<file path="src/rtl/pipe_ctrl_pkg.sv">
// pipe_ctrl_pkg: shared encodings for the tinyriscv pipeline stall/flush controller.
//   pcs_e       FSM state encodings (RUN / MEM_WAIT / DIV_WAIT)
//   pipe_ctl_t  bundle of stop/flush controls driven toward the pipeline registers
//   CTL_INITIAL all controls inactive (normal flow)
//   src_hit     "this ID source reads register rd" helper
package pipe_ctrl_pkg;

   typedef enum logic [1:0] {
      PCS_RUN      = 2'd0,
      PCS_MEM_WAIT = 2'd1,
      PCS_DIV_WAIT = 2'd2
   } pcs_e;

   localparam int PCS_DIV_CYCLES_DEF = 32;
   localparam int PCS_CNT_W_DEF      = 6;

   typedef struct packed {
      logic pc_stop;
      logic if_id_stop;
      logic id_ex_stop;
      logic ex_mem_stop;
      logic if_id_flush;
      logic id_ex_flush;
      logic ex_mem_flush;
      logic mem_wb_flush;
   } pipe_ctl_t;

   localparam pipe_ctl_t CTL_INITIAL = '0;

   function automatic logic src_hit(input logic used, input logic [4:0] rs,
                                    input logic [4:0] rd);
      return used & (rs == rd);
   endfunction

endpackage

</file>
<file path="src/rtl/pipe_ctrl_div_timer.sv">
// pipe_div_timer: fixed-latency divider timer for pipe_ctrl.
// Holds the cycle counter and the div_done flag.
// Ports:
//   clk, rst     clock, synchronous active-high reset
//   i_load       divide accepted this cycle; counter loads DIV_CYCLES-1
//   i_active     controller is in DIV_WAIT; counter decrements
//   i_adv        EX/MEM is not held this cycle (divide can leave EX)
//   o_done       divide finished and the instruction has not left EX yet
//   o_expire     last stall cycle of the divide (active and cnt==1)
module pipe_div_timer
   import pipe_ctrl_pkg::*;
#(
   parameter int DIV_CYCLES = PCS_DIV_CYCLES_DEF,
   parameter int CNT_W      = PCS_CNT_W_DEF
) (
   input  logic clk,
   input  logic rst,
   input  logic i_load,
   input  logic i_active,
   input  logic i_adv,
   output logic o_done,
   output logic o_expire
);

   logic [CNT_W-1:0] r_cnt;
   logic             r_done;

   assign o_expire = i_active & (r_cnt == CNT_W'(1));
   assign o_done   = r_done;

   // The counter keeps running while a memory stall overrides the outputs.
   always_ff @(posedge clk) begin
      if (rst) begin
         r_cnt <= '0;
      end else if (i_load) begin
         r_cnt <= CNT_W'(DIV_CYCLES - 1);
      end else if (i_active) begin
         r_cnt <= r_cnt - CNT_W'(1);
      end
   end

   // done stays set until the divide leaves EX, so a still-high
   // ex_div_start cannot start a second divide.
   always_ff @(posedge clk) begin
      if (rst) begin
         r_done <= 1'b0;
      end else if (o_expire) begin
         r_done <= 1'b1;
      end else if (i_adv) begin
         r_done <= 1'b0;
      end
   end

endmodule

</file>
<file path="src/rtl/pipe_ctrl.sv">
// pipe_ctrl: pipeline stall/flush controller for the 5-stage tinyriscv core.
// Resolves, highest priority first: data-memory wait, divider stall,
// taken-branch redirect, load-use hazard.
// Optional feature macro: PIPE_CTRL_DIV_EN (multi-cycle divider support).
// Without it ex_div_start is ignored and DIV_WAIT is never entered.
// Ports:
//   clk, rst                      clock, synchronous active-high reset
//   id_rs1/2, id_rs1/2_used       ID source registers and their use flags
//   ex_rd, ex_mem_read            EX destination and load flag
//   ex_branch_taken               EX redirects the PC
//   ex_div_start                  EX instruction is a divide
//   dmem_req, dmem_ready          MEM-stage data memory handshake
//   pc_stop..ex_mem_stop          hold the register
//   if_id_flush..mem_wb_flush     load bubble values at the next edge
//   busy                          any stop active
//   state                         FSM state (debug)
//
// state        | meaning
// PCS_RUN      | normal flow, hazards resolved combinationally
// PCS_MEM_WAIT | data memory access outstanding
// PCS_DIV_WAIT | divider counting down, front end held
module pipe_ctrl
   import pipe_ctrl_pkg::*;
#(
   parameter int DIV_CYCLES = PCS_DIV_CYCLES_DEF,
   parameter int CNT_W      = PCS_CNT_W_DEF
) (
   input  logic       clk,
   input  logic       rst,
   input  logic [4:0] id_rs1,
   input  logic [4:0] id_rs2,
   input  logic       id_rs1_used,
   input  logic       id_rs2_used,
   input  logic [4:0] ex_rd,
   input  logic       ex_mem_read,
   input  logic       ex_branch_taken,
   input  logic       ex_div_start,
   input  logic       dmem_req,
   input  logic       dmem_ready,
   output logic       pc_stop,
   output logic       if_id_stop,
   output logic       id_ex_stop,
   output logic       ex_mem_stop,
   output logic       if_id_flush,
   output logic       id_ex_flush,
   output logic       ex_mem_flush,
   output logic       mem_wb_flush,
   output logic       busy,
   output logic [1:0] state
);

   pcs_e      r_state;
   pcs_e      w_state_next;
   logic      w_memstall;
   logic      w_lu;
   logic      w_div_stall;
   pipe_ctl_t w_ctl;

   assign w_memstall = dmem_req & ~dmem_ready;
   assign w_lu       = ex_mem_read & (ex_rd != 5'd0)
                     & (src_hit(id_rs1_used, id_rs1, ex_rd)
                      | src_hit(id_rs2_used, id_rs2, ex_rd));

`ifdef PIPE_CTRL_DIV_EN
   logic w_divgo;
   logic w_div_done;
   logic w_div_expire;
   logic w_div_load;

   assign w_divgo     = ex_div_start & ~w_div_done & (r_state == PCS_RUN);
   assign w_div_stall = (r_state == PCS_DIV_WAIT) | w_divgo;
   assign w_div_load  = w_divgo & ~w_memstall;

   // ex_mem_stop is raised only by a memory stall, so "EX advances" is
   // simply the absence of one.
   pipe_div_timer #(
      .DIV_CYCLES (DIV_CYCLES),
      .CNT_W      (CNT_W)
   ) u_div_timer (
      .clk      (clk),
      .rst      (rst),
      .i_load   (w_div_load),
      .i_active (r_state == PCS_DIV_WAIT),
      .i_adv    (~w_memstall),
      .o_done   (w_div_done),
      .o_expire (w_div_expire)
   );
`else
   logic w_unused_div;

   assign w_unused_div = ex_div_start ^ (CNT_W'(DIV_CYCLES) == '0);
   assign w_div_stall  = 1'b0;
`endif

   always_comb begin
      w_ctl = CTL_INITIAL;
      if (w_memstall) begin
         w_ctl.pc_stop     = 1'b1;
         w_ctl.if_id_stop  = 1'b1;
         w_ctl.id_ex_stop  = 1'b1;
         w_ctl.ex_mem_stop = 1'b1;
      end else if (w_div_stall) begin
         // MEM/WB keep draining; a bubble enters EX/MEM behind the divide.
         w_ctl.pc_stop      = 1'b1;
         w_ctl.if_id_stop   = 1'b1;
         w_ctl.id_ex_stop   = 1'b1;
         w_ctl.ex_mem_flush = 1'b1;
      end else if (ex_branch_taken) begin
         w_ctl.if_id_flush = 1'b1;
         w_ctl.id_ex_flush = 1'b1;
      end else if (w_lu) begin
         w_ctl.pc_stop     = 1'b1;
         w_ctl.if_id_stop  = 1'b1;
         w_ctl.id_ex_flush = 1'b1;
      end
      // Reserved for exception flush.
      w_ctl.mem_wb_flush = 1'b0;
      if (rst) begin
         w_ctl = CTL_INITIAL;
      end
   end

   assign pc_stop      = w_ctl.pc_stop;
   assign if_id_stop   = w_ctl.if_id_stop;
   assign id_ex_stop   = w_ctl.id_ex_stop;
   assign ex_mem_stop  = w_ctl.ex_mem_stop;
   assign if_id_flush  = w_ctl.if_id_flush;
   assign id_ex_flush  = w_ctl.id_ex_flush;
   assign ex_mem_flush = w_ctl.ex_mem_flush;
   assign mem_wb_flush = w_ctl.mem_wb_flush;
   assign busy         = w_ctl.pc_stop | w_ctl.if_id_stop
                       | w_ctl.id_ex_stop | w_ctl.ex_mem_stop;
   assign state        = rst ? 2'd0 : r_state;

   always_comb begin
      w_state_next = r_state;
      case (r_state)
         PCS_RUN: begin
            if (w_memstall) begin
               w_state_next = PCS_MEM_WAIT;
`ifdef PIPE_CTRL_DIV_EN
            end else if (w_divgo) begin
               w_state_next = PCS_DIV_WAIT;
`endif
            end
         end
         PCS_MEM_WAIT: begin
            if (dmem_ready) begin
               w_state_next = PCS_RUN;
            end
         end
`ifdef PIPE_CTRL_DIV_EN
         // A memory stall here only overrides outputs; counting continues.
         PCS_DIV_WAIT: begin
            if (w_div_expire) begin
               w_state_next = PCS_RUN;
            end
         end
`endif
         default: w_state_next = PCS_RUN;
      endcase
   end

   always_ff @(posedge clk) begin
      if (rst) begin
         r_state <= PCS_RUN;
      end else begin
         r_state <= w_state_next;
      end
   end

endmodule

</file>
<file path="config.mk">
export PLATFORM = sky130hd
export DESIGN_NAME = pipe_ctrl
export DESIGN_NICKNAME = d
export VERILOG_FILES = /design/src/rtl/pipe_ctrl_pkg.sv /design/src/rtl/pipe_ctrl_div_timer.sv /design/src/rtl/pipe_ctrl.sv
export SDC_FILE = /design/constraint.sdc
export NUM_CORES = 1
export LEC_CHECK = 0
export ABC_CLOCK_PERIOD_IN_PS = 1400
export CORE_AREA = 5 5 42 44
export DETAILED_ROUTE_END_ITERATION = 16
export DIE_AREA = 0 0 47 49
export DONT_BUFFER_PORTS = 1
export HOLD_SLACK_MARGIN = 0.02
export PLACE_DENSITY_LB_ADDON = 0.2
export SKIP_CTS_REPAIR_TIMING = 1
export SLEW_MARGIN = 0
export SYNTH_ARGS = -nofsm -noshare
export SYNTH_HDL_FRONTEND = slang
export SYNTH_SLANG_ARGS = --single-unit
</file>
<file path="constraint.sdc">
create_clock -name clk -period 1.4 [get_ports clk]
set_input_delay 0.14 -clock clk [delete_from_list [all_inputs] [get_ports clk]]
set_output_delay 0.14 -clock clk [all_outputs]
set_load 0.005 [all_outputs]
</file>
* After elaboration in Yosys (flattened, before gate mapping)
Cells that the tools add are included.
** Word-level totals
- Flip-flop bits (word level) :: 2
- Word-level logic and storage cells :: 32
** Operators by class
- Eq/ne operators :: 5
- Mux-type cells :: 13
- Bitwise gates (word level) :: 10
- Reduce and logical (&&, ||, !) cells :: 3
** Operators by type and width (number)
- equality test 5 bit :: 2
- 2-to-1 mux 2 bit :: 5
- 2-to-1 mux 8 bit :: 1
- 2-to-1 mux 3 bit :: 2
- bitwise AND 1 bit :: 5
- nonzero test 5 bit :: 1
- 2-to-1 mux 1 bit :: 4
- inequality test 2 bit, second input constant :: 2
- OR 1 bit :: 4
- one-hot mux 2 bit (2 select lines) :: 1
- equality test 2 x 1 -> 1 bit, second input constant :: 1
- zero test 2 bit :: 1
- AND reduction 2 bit :: 1
- NOT 1 bit :: 1

* Depth between registers and ports, before layout
Gate-level depths: netlist of run 1.
- Depth in word-level cells :: 11
- Depth in mapped cells :: 5

* Worst setup path before layout of run 1
No wires, ideal clock.
- Kind :: input-to-output
- From :: input ex_rd[1]
- To :: output pc_stop
- Arrival :: 1.069 ns
- Path slack :: 0.191 ns
- Stages on the path :: 4
- Path buffers :: 1
- Path through :: or4_4 > o211ai_2 > o21bai_1 > buf_4
** Between the ends
- Word-level cells in the longest chain between the ends :: 8
** RTL lines
- start: declaration :: RTL line pipe_ctrl.sv:34 : input logic [4:0] ex_rd,
- equality test 5 bit :: RTL line pipe_ctrl_pkg.sv:32 : return used & (rs == rd);
- bitwise AND 1 bit :: RTL line pipe_ctrl_pkg.sv:32
- OR 1 bit :: RTL line pipe_ctrl.sv:62 : | src_hit(id_rs2_used, id_rs2, ex_rd));
- bitwise AND 1 bit (*) :: RTL line pipe_ctrl.sv:61 : & (src_hit(id_rs1_used, id_rs1, ex_rd)
- 2-to-1 mux 2 bit (*) :: RTL line pipe_ctrl.sv:111 : end else if (w_lu) begin
- 2-to-1 mux 2 bit (*) :: RTL line pipe_ctrl.sv:108 : end else if (ex_branch_taken) begin
- 2-to-1 mux 3 bit (*) :: RTL line pipe_ctrl.sv:97 : if (w_memstall) begin
- 2-to-1 mux 8 bit (*) :: RTL line pipe_ctrl.sv:118 : if (rst) begin
- end: declaration :: RTL line pipe_ctrl.sv:40 : output logic pc_stop,
Every way passes the cells marked *; elsewhere a longest branch is shown, timed or not.

* Worst setup path after layout of run 1
- From :: input ex_rd[3]
- To :: output pc_stop
Same word-level chain as after synthesis.

==> run summary, run 1 <==
Status: finished clean
Fin. Hold Viols: 0
Initial DRC count: 1
Initial antenna violation count: 0
Final period util: 89.1%
WL/cell: 16.9 µm
Largest net degree at the start of global routing: 5
Pwr per Cell Area: 303 nW/µm²
Setup TNS: 0 ns
Vias per cell: 4.83
DP Worst Slack: 0.0985 ns
Worst-case vdd ir drop: 0.151 mV
Post-place instance area: 268 µm²
Most frequent cell after synthesis: xor2_1
Post-Place Cells: 48
Area growth, synth to finish: -0.926%
Post-synth cell types: 19
Vias: 232
Fin. max-slew vios: 0
Top cells by area, synth: xor2_1 26%, buf_4 14%, o21bai_1 8.3%, dfxtp_1 7.4%, xnor2_1 6.5%
Kind of end point of the critical path: output pin
Startpoint Class: input pin
I/O pin count: 35
Final Instance Area: 268 µm²
Tot Pwr: 0.0810 mW
Synth warn: 0
First-pass GRT wire length: 1.23 mm
Clock transition at path regs: 0 ns
Avg Cell Area, Syn: 7.95 µm²
Fill cells: 167
Asr flop ratio synth: 0%
Port-buffer cells: 0
Period minus WS final: 1.25 ns
Skew-Pair Late Insertion Delay: 0 ns
Reg area: 20.0 µm²
Core ar.: 1400 µm²
Ys flop type: dfxtp_1
Max stage delay cell, worst path: o21bai_1
CP max FO: 3
Drt total wl: 813 µm
Rows: 14
Worst path arrival time: 1.11 ns
Slowest cell delay on critical path: 0.33 ns
#FFs+latches synth: 1
Worst path required time: 1.26 ns
Total gr overflow: 0
Max frequency: 802 MHz
Inserted Diodes: 0
Layout cells sized above 1: 9.38%
Post-synth EDFFs: 0
RSZ-0062 raised after global routing: false
Commonest cells post-synth: 8 x xor2_1, 5 x buf_4, 3 x o21bai_1, 2 x nor4_1, 2 x xnor2_1
Setup CP Type: input pin to output pin
DRC Markers: 0
Final layout net count: 58
Leak: 0.103 nW
Layout Skew: 0 ns
Final Wtd Congestion: 0.633
Mapped Cells: 34
Final Non-Filler Cells: 48
Mapped cell area: 270 µm²
Worst path cell trace: xor2_1, nor4_1, a32oi_1, o21bai_1
Multi-input gate area: 216 µm²
Die ar.: 2300 µm²
Share of the synthesized area in the top cell type: 25.9%
Setup ws final: 0.153 ns
Drt pass-1 iters: 2
DP Wirelength: 778 µm
Hold Path Class: input pin to flop
Gr usage total: 6.82%
Largest register FFs: 1
Biggest registers after layout: r_state: 1 flops
Antenna viol nets, final: 0
Vias in the first global route: 297
Starting Density: 19.3%
Utilization after layout: 19.1%
Final setup vio count: 0
Final hold slack: 0.325 ns
Die X: 47 µm
Top cell type by total area after synthesis: xor2_1
Die height: 49 µm
Top reg by flops: r_state
Register area share after synthesis: 7.41%
MaxCap Viol Count: 0
[layout make-up]
| type | count | share of cell area, % |
|---|---|---|
| Multi-Input combinational cell | 29 | 80.8 |
| Sequential cell | 1 | 7.48 |
| Tap cell | 16 | 7.48 |
| Timing Repair Buffer | 1 | 2.80 |
| Inverter | 1 | 1.40 |
[power breakdown]
part / internal (mW) / total [mW] / switching [mW]
Clock: 0 / 0 / 0
Sequential: 0.0307 / 0.0310 / 0.000209
Combinational: 0.0267 / 0.0500 / 0.0233
[worst max-delay path, delay by kind of cell]
| kind | cells | cell delay, ns |
|---|---|---|
| compound gates | 2 | 0.53 |
| simple gates | 1 | 0.30 |
| xor+xnor | 1 | 0.14 |
[path summary, 6_finish.rpt]
path / slack, ns / cells after the start / to / start
min reg2reg: 0.64 / 2 / r_state[0] / r_state[0]
max reg2reg: 0.70 / 2 / r_state[0] / r_state[0]
max: 0.15 / 4 / pc_stop / ex_rd[3]
min: 0.32 / 2 / r_state[0] / dmem_ready
[metal layers]
layer / vias to the layer above / track usage (%) / routed length (µm)
li1: 107 / - / -
met1: 100 / 6.77 / 233
met2: 25 / 13.3 / 402
met3: 0 / 2.58 / 177
met4: 0 / 0 / 0
met5: - / 0 / 0
[cell usage in the layout (no fill, tap or decap)]
cell,count
a32oi_1,1
and2_1,1
nor3b_1,1
buf_4,1
nor4_1,2
a21oi_1,1
conb_1,3
a21o_1,1
and2_0,1
dfxtp_1,1
o211ai_1,1
nor2_1,1
or4_4,1
o211ai_2,1
xnor2_1,2
nor2b_1,1
o21bai_1,3
xor2_1,8
inv_1,1
[cell families (layout without fill, tap and decap cells)]
| logic type | count (synthesis) | after routing | synth area share [%] |
|---|---|---|---|
| other | 1 | 3 | 1.39 |
| and+or+nand+nor | 8 | 8 | 19.9 |
| xor gates and xnor gates | 10 | 10 | 32.4 |
| buffers and inverters | 6 | 2 | 15.3 |
| DFF | 1 | 1 | 7.41 |
| AOI/OAI and AO/OA | 8 | 8 | 23.6 |
(Power assumes the default switching activity.)
==> inputs of run 2 (changes only) <==
- CAP_MARGIN: not set -> 20
- REMOVE_ABC_BUFFERS: not set -> 1
==> run summary, run 2 (synthesis gave the netlist of run 1 again) <==
Status: finished clean (unchanged)
Final Wtd Congestion: 0.671 (was 0.633)
WL/cell: 16.3 µm (was 16.9 µm)
Core ar.: 1400 µm² (unchanged)
Kind of end point of the critical path: output pin (unchanged)
Drt total wl: 783 µm (was 813 µm)
Worst path required time: 1.26 ns (about the same)
I/O pin count: 35 (unchanged)
Final layout net count: 58 (unchanged)
CP Launch Point: ex_rd[3] (unchanged)
Comb pwr share: 62.7% (was 61.8%)
Final setup vio count: 0 (unchanged)
Startpoint Class: input pin (unchanged)
Vias: 244 (was 232)
First-pass GRT wire length: 1.01 mm (was 1.23 mm)
Hold Path Class: input pin to output pin (was input pin to flop)
DP Wirelength: 749 µm (was 778 µm)
Largest register FFs: 1 (unchanged)
Leak: 0.103 nW (unchanged)
Vias per cell: 5.08 (was 4.83)
Biggest registers after layout: r_state: 1 flops (unchanged)
Top reg by flops: r_state (unchanged)
Clock power share: 0% (about the same)
CP max FO: 3 (unchanged)
Antenna viol nets, final: 0 (unchanged)
Total gr overflow: 0 (unchanged)
Fill cells: 162 (was 167)
Pwr per Cell Area: 311 nW/µm² (was 303 nW/µm²)
Worst path arrival time: 1.04 ns (was 1.11 ns)
Period minus WS final: 1.18 ns (was 1.25 ns)
Port-buffer cells: 0 (unchanged)
Largest net degree at the start of global routing: 5 (unchanged)
Switching Share: 31.0% (was 29.0%)
Initial DRC count: 3 (was 1)
Most common cell after layout, fill and taps aside: xor2_1 (unchanged)
Drt pass-1 iters: 3 (was 2)
Setup CP Type: input pin to output pin (unchanged)
Rows: 14 (unchanged)
Final period util: 84.5% (was 89.1%)
Int Power: 0.0575 mW (about the same)
Vias in the first global route: 279 (was 297)
Die height: 49 µm (unchanged)
Die ar.: 2300 µm² (unchanged)
Setup TNS: 0 ns (unchanged)
Post-place instance area: 268 µm² (unchanged)
Commonest cells after routing, fill and taps aside: 8 x xor2_1, 3 x o21bai_1, 3 x conb_1 (unchanged)
Area growth, synth to finish: -0.926% (unchanged)
Fin. max-slew vios: 0 (unchanged)
Switching pwr: 0.0259 mW (was 0.0235 mW)
Max frequency: 846 MHz (was 802 MHz)
Die X: 47 µm (unchanged)
Flop pwr share: 37.3% (was 38.2%)
Fin. Hold Viols: 0 (unchanged)
Inserted Diodes: 0 (unchanged)
Initial antenna violation count: 0 (unchanged)
RSZ-0062 raised after global routing: false (unchanged)
Worst-case vdd ir drop: 0.143 mV (was 0.151 mV)
DRC Markers: 0 (unchanged)
Multi-input gate area: 216 µm² (unchanged)
Layout cells sized above 1: 9.38% (unchanged)
Starting Density: 19.3% (unchanged)
Skew-Pair Late Insertion Delay: 0 ns (about the same)
Reg area: 20.0 µm² (unchanged)
Layout Skew: 0 ns (unchanged)
Final Instance Area: 268 µm² (unchanged)
FF-to-FF Start: r_state[0] (unchanged)
Hold Crit Start: rst (was dmem_ready)
MaxCap Viol Count: 0 (unchanged)
Gr usage total: 5.76% (was 6.82%)
[run 2: cell counts in the layout (fill, tap and decap cells not counted)]
No cell type changed its count.
[run 2: metal layers]
layer	GRT usage (%)	up-vias	part of all wire (%)
met5	0	-	0
met4	0	0	0
met3	1.85	0	20
met2	11.5	31	46
met1	5.66	106	33
li1	-	107	-
[run 2: path summary, 6_finish.rpt]
kind | slack (ns) | depth (start not counted) | to
worst max register to register | 0.69 | 2 | r_state[0]
worst min register to register | 0.65 | 2 | r_state[0]
worst min-delay path | 0.32 | 1 | state[0]
worst max-delay path | 0.22 | 4 | if_id_stop
[run 2: cell type report]
cell class,count,share of cell area [%]
flip-flops and latches,1,7.48
inverters,1,1.40
multi-input cells,29,80.8
repair buffers,1,2.80
well taps,16,7.48
[run 2: critical path: stages]
cell and delay (ns):
xor2_1 0.14, nor4_1 0.28, a32oi_1 0.19, o21bai_1 0.29
[run 2: through the flow]
step	hold slack (ns)	worst slack, ns	power, mW	util (%)	std cells
after floorplan	0.309	0.324	0.0731	-	31
after global placement	0.320	0.220	0.0794	19.1	48
after detailed placement	0.322	0.174	0.0834	19.1	48
after CTS	0.326	0.180	0.0840	19.1	48
after global routing	0.332	0.113	0.0903	19.1	48
final	0.325	0.217	0.0834	19.1	48
[run 2: power by group through the flow]
stage / clock network, mW / logic, mW / registers, mW
after floorplan: 0 / 0.0422 / 0.0309
after global placement: 0 / 0.0483 / 0.0311
after detailed placement: 0 / 0.0522 / 0.0312
after CTS: 0 / 0.0528 / 0.0313
after global routing: 0 / 0.0587 / 0.0316
final: 0 / 0.0522 / 0.0311
==> inputs of run 3 (changes only) <==
- ABC_CLOCK_PERIOD_IN_PS: 1400 -> 1200
- clock period: 1.4 -> 1.2 ns (I/O delays scaled with it)
==> run summary, run 3 (synthesis gave the netlist of run 1 again) <==
Starting Density: 19.3% (unchanged)
Final Wtd Congestion: 0.672 (was 0.671)
Commonest cells after routing, fill and taps aside: 8 x xor2_1, 3 x conb_1, 2 x xnor2_1, 2 x o21bai_1 (was 8 x xor2_1, 3 x o21bai_1, 3 x conb_1)
Skew-Pair Late Insertion Delay: 0 ns (about the same)
Vias in the first global route: 277 (was 279)
Max frequency: 892 MHz
RSZ-0062 raised after global routing: false (unchanged)
DP Wirelength: 759 µm (was 749 µm)
Period minus WS final: 1.12 ns
Worst reg2reg path depth: 2 (unchanged)
Hold Path Class: input pin to output pin (unchanged)
Startpoint Class: input pin (unchanged)
Worst path top cell family by delay: compound AO/OA/AOI/OAI gates (unchanged)
Die ar.: 2300 µm² (unchanged)
Layout cells sized above 1: 15.6% (was 9.38%)
Total gr overflow: 0 (unchanged)
Core ar.: 1400 µm² (unchanged)
Biggest registers after layout: r_state: 1 flops (unchanged)
Final setup vio count: 0 (unchanged)
Fin. Hold Viols: 0 (unchanged)
Kind of end point of the critical path: output pin (unchanged)
Pwr per Cell Area: 364 nW/µm² (was 311 nW/µm²)
Final Non-Filler Cells: 48 (unchanged)
Final period util: 93.5%
Most common cell after layout, fill and taps aside: xor2_1 (unchanged)
WL/cell: 16.5 µm (was 16.3 µm)
Vias: 248 (was 244)
Fill cells: 162 (unchanged)
Layout Skew: 0 ns (unchanged)
Drt pass-1 iters: 1 (was 3)
Post-Place Cells: 48 (unchanged)
GRT met1 Usage: 6.32% (was 5.66%)
Die height: 49 µm (unchanged)
Setup CP Type: input pin to output pin (unchanged)
Max stage delay cell, worst path: nor4_1 (was o21bai_1)
First-pass GRT wire length: 1.06 mm (was 1.01 mm)
Met3 track demand over resource: 1.85% (unchanged)
Area growth, synth to finish: 2.78% (was -0.926%)
Gr usage total: 5.97% (was 5.76%)
Slowest cell delay on critical path: 0.28 ns (was 0.29 ns)
Worst-case vdd ir drop: 0.174 mV (was 0.143 mV)
Largest register FFs: 1 (unchanged)
Reg area: 20.0 µm² (unchanged)
Largest net degree at the start of global routing: 5 (unchanged)
Top reg by flops: r_state (unchanged)
Vias per cell: 5.17 (was 5.08)
Hold-critical path depth: 1 (unchanged)
Worst path arrival time: 1.00 ns (was 1.04 ns)
Final layout net count: 58 (unchanged)
CP bufs+invs: 0 (unchanged)
I/O pin count: 35 (unchanged)
Inserted Diodes: 0 (unchanged)
DRC Markers: 0 (unchanged)
Antenna viol nets, final: 0 (unchanged)
Worst path required time: 1.08 ns (was 1.26 ns)
Status: finished clean (unchanged)
Die X: 47 µm (unchanged)
Critical path depth: 4 (unchanged)
Met2 usage: 11.5% (unchanged)
Leak: 0.107 nW (was 0.103 nW)
Drt total wl: 790 µm (was 783 µm)
Initial DRC count: 0 (was 3)
Gr busiest metal: met2 (unchanged)
Fin. max-slew vios: 0 (unchanged)
Port-buffer cells: 0 (unchanged)
Rows: 14 (unchanged)
Initial antenna violation count: 0 (unchanged)
Setup TNS: 0 ns (unchanged)
MaxCap Viol Count: 0 (unchanged)
CP max FO: 3 (unchanged)
Worst path cell trace: xor2_1, nor4_1, a32oi_1, o21bai_2 (was xor2_1, nor4_1, a32oi_1, o21bai_1)
Multi-input gate area: 226 µm² (was 216 µm²)
run 3: cell counts in the layout (fill, tap and decap cells not counted):
No cell type changed its count.
run 3: worst register-to-register path: cells and delay by family (launching register included):
kind | cells | cell delay (ns)
AO/OA/AOI/OAI | 1 | 0.17
AND/OR/NAND/NOR | 1 | 0.14
flip-flops | 1 | 0.27
run 3: final timing paths:
| path | start | end | slack [ns] |
|---|---|---|---|
| worst max-delay path | ex_rd[3] | if_id_stop | 0.08 |
| worst max register to register | r_state[0] | r_state[0] | 0.49 |
| worst min-delay path | rst | state[0] | 0.28 |
| worst min register to register | r_state[0] | r_state[0] | 0.64 |
run 3: per-stage QoR:
stage / cell area (µm²) / hold WS [ns] / utilization (%) / setup slack [ns] / total power, mW
floorplan: 240 / 0.278 / - / 0.164 / 0.0853
global placement: 268 / 0.286 / 19.1 / 0.0610 / 0.0926
detailed placement: 268 / 0.286 / 19.1 / 0.0107 / 0.0973
CTS: 268 / 0.287 / 19.1 / 0.0167 / 0.0979
global route: 278 / 0.291 / 19.8 / 0.00349 / 0.109
finish: 278 / 0.284 / 19.8 / 0.0784 / 0.101
run 3: power by group:
group          switching, mW  leakage, nW  internal, mW  total (mW)
clock network              0            0             0           0
logic                 0.0324       0.0989        0.0326      0.0650
registers           0.000393      0.00825        0.0359      0.0363
run 3: final cells by class:
cell class / count / share of cell area, %
inverter: 1 / 1.35
multi-input combinational: 29 / 81.5
sequential: 1 / 7.21
tap: 16 / 7.21
timing repair buffer: 1 / 2.70
run 3: metal layers:
metal  share of wire [%]  vias up  wire (µm)
met5                   0        -          0
li1                    -      107          -
met1                  31      110        246
met3                  22        0        174
met2                  47       31        369
met4                   0        0          0
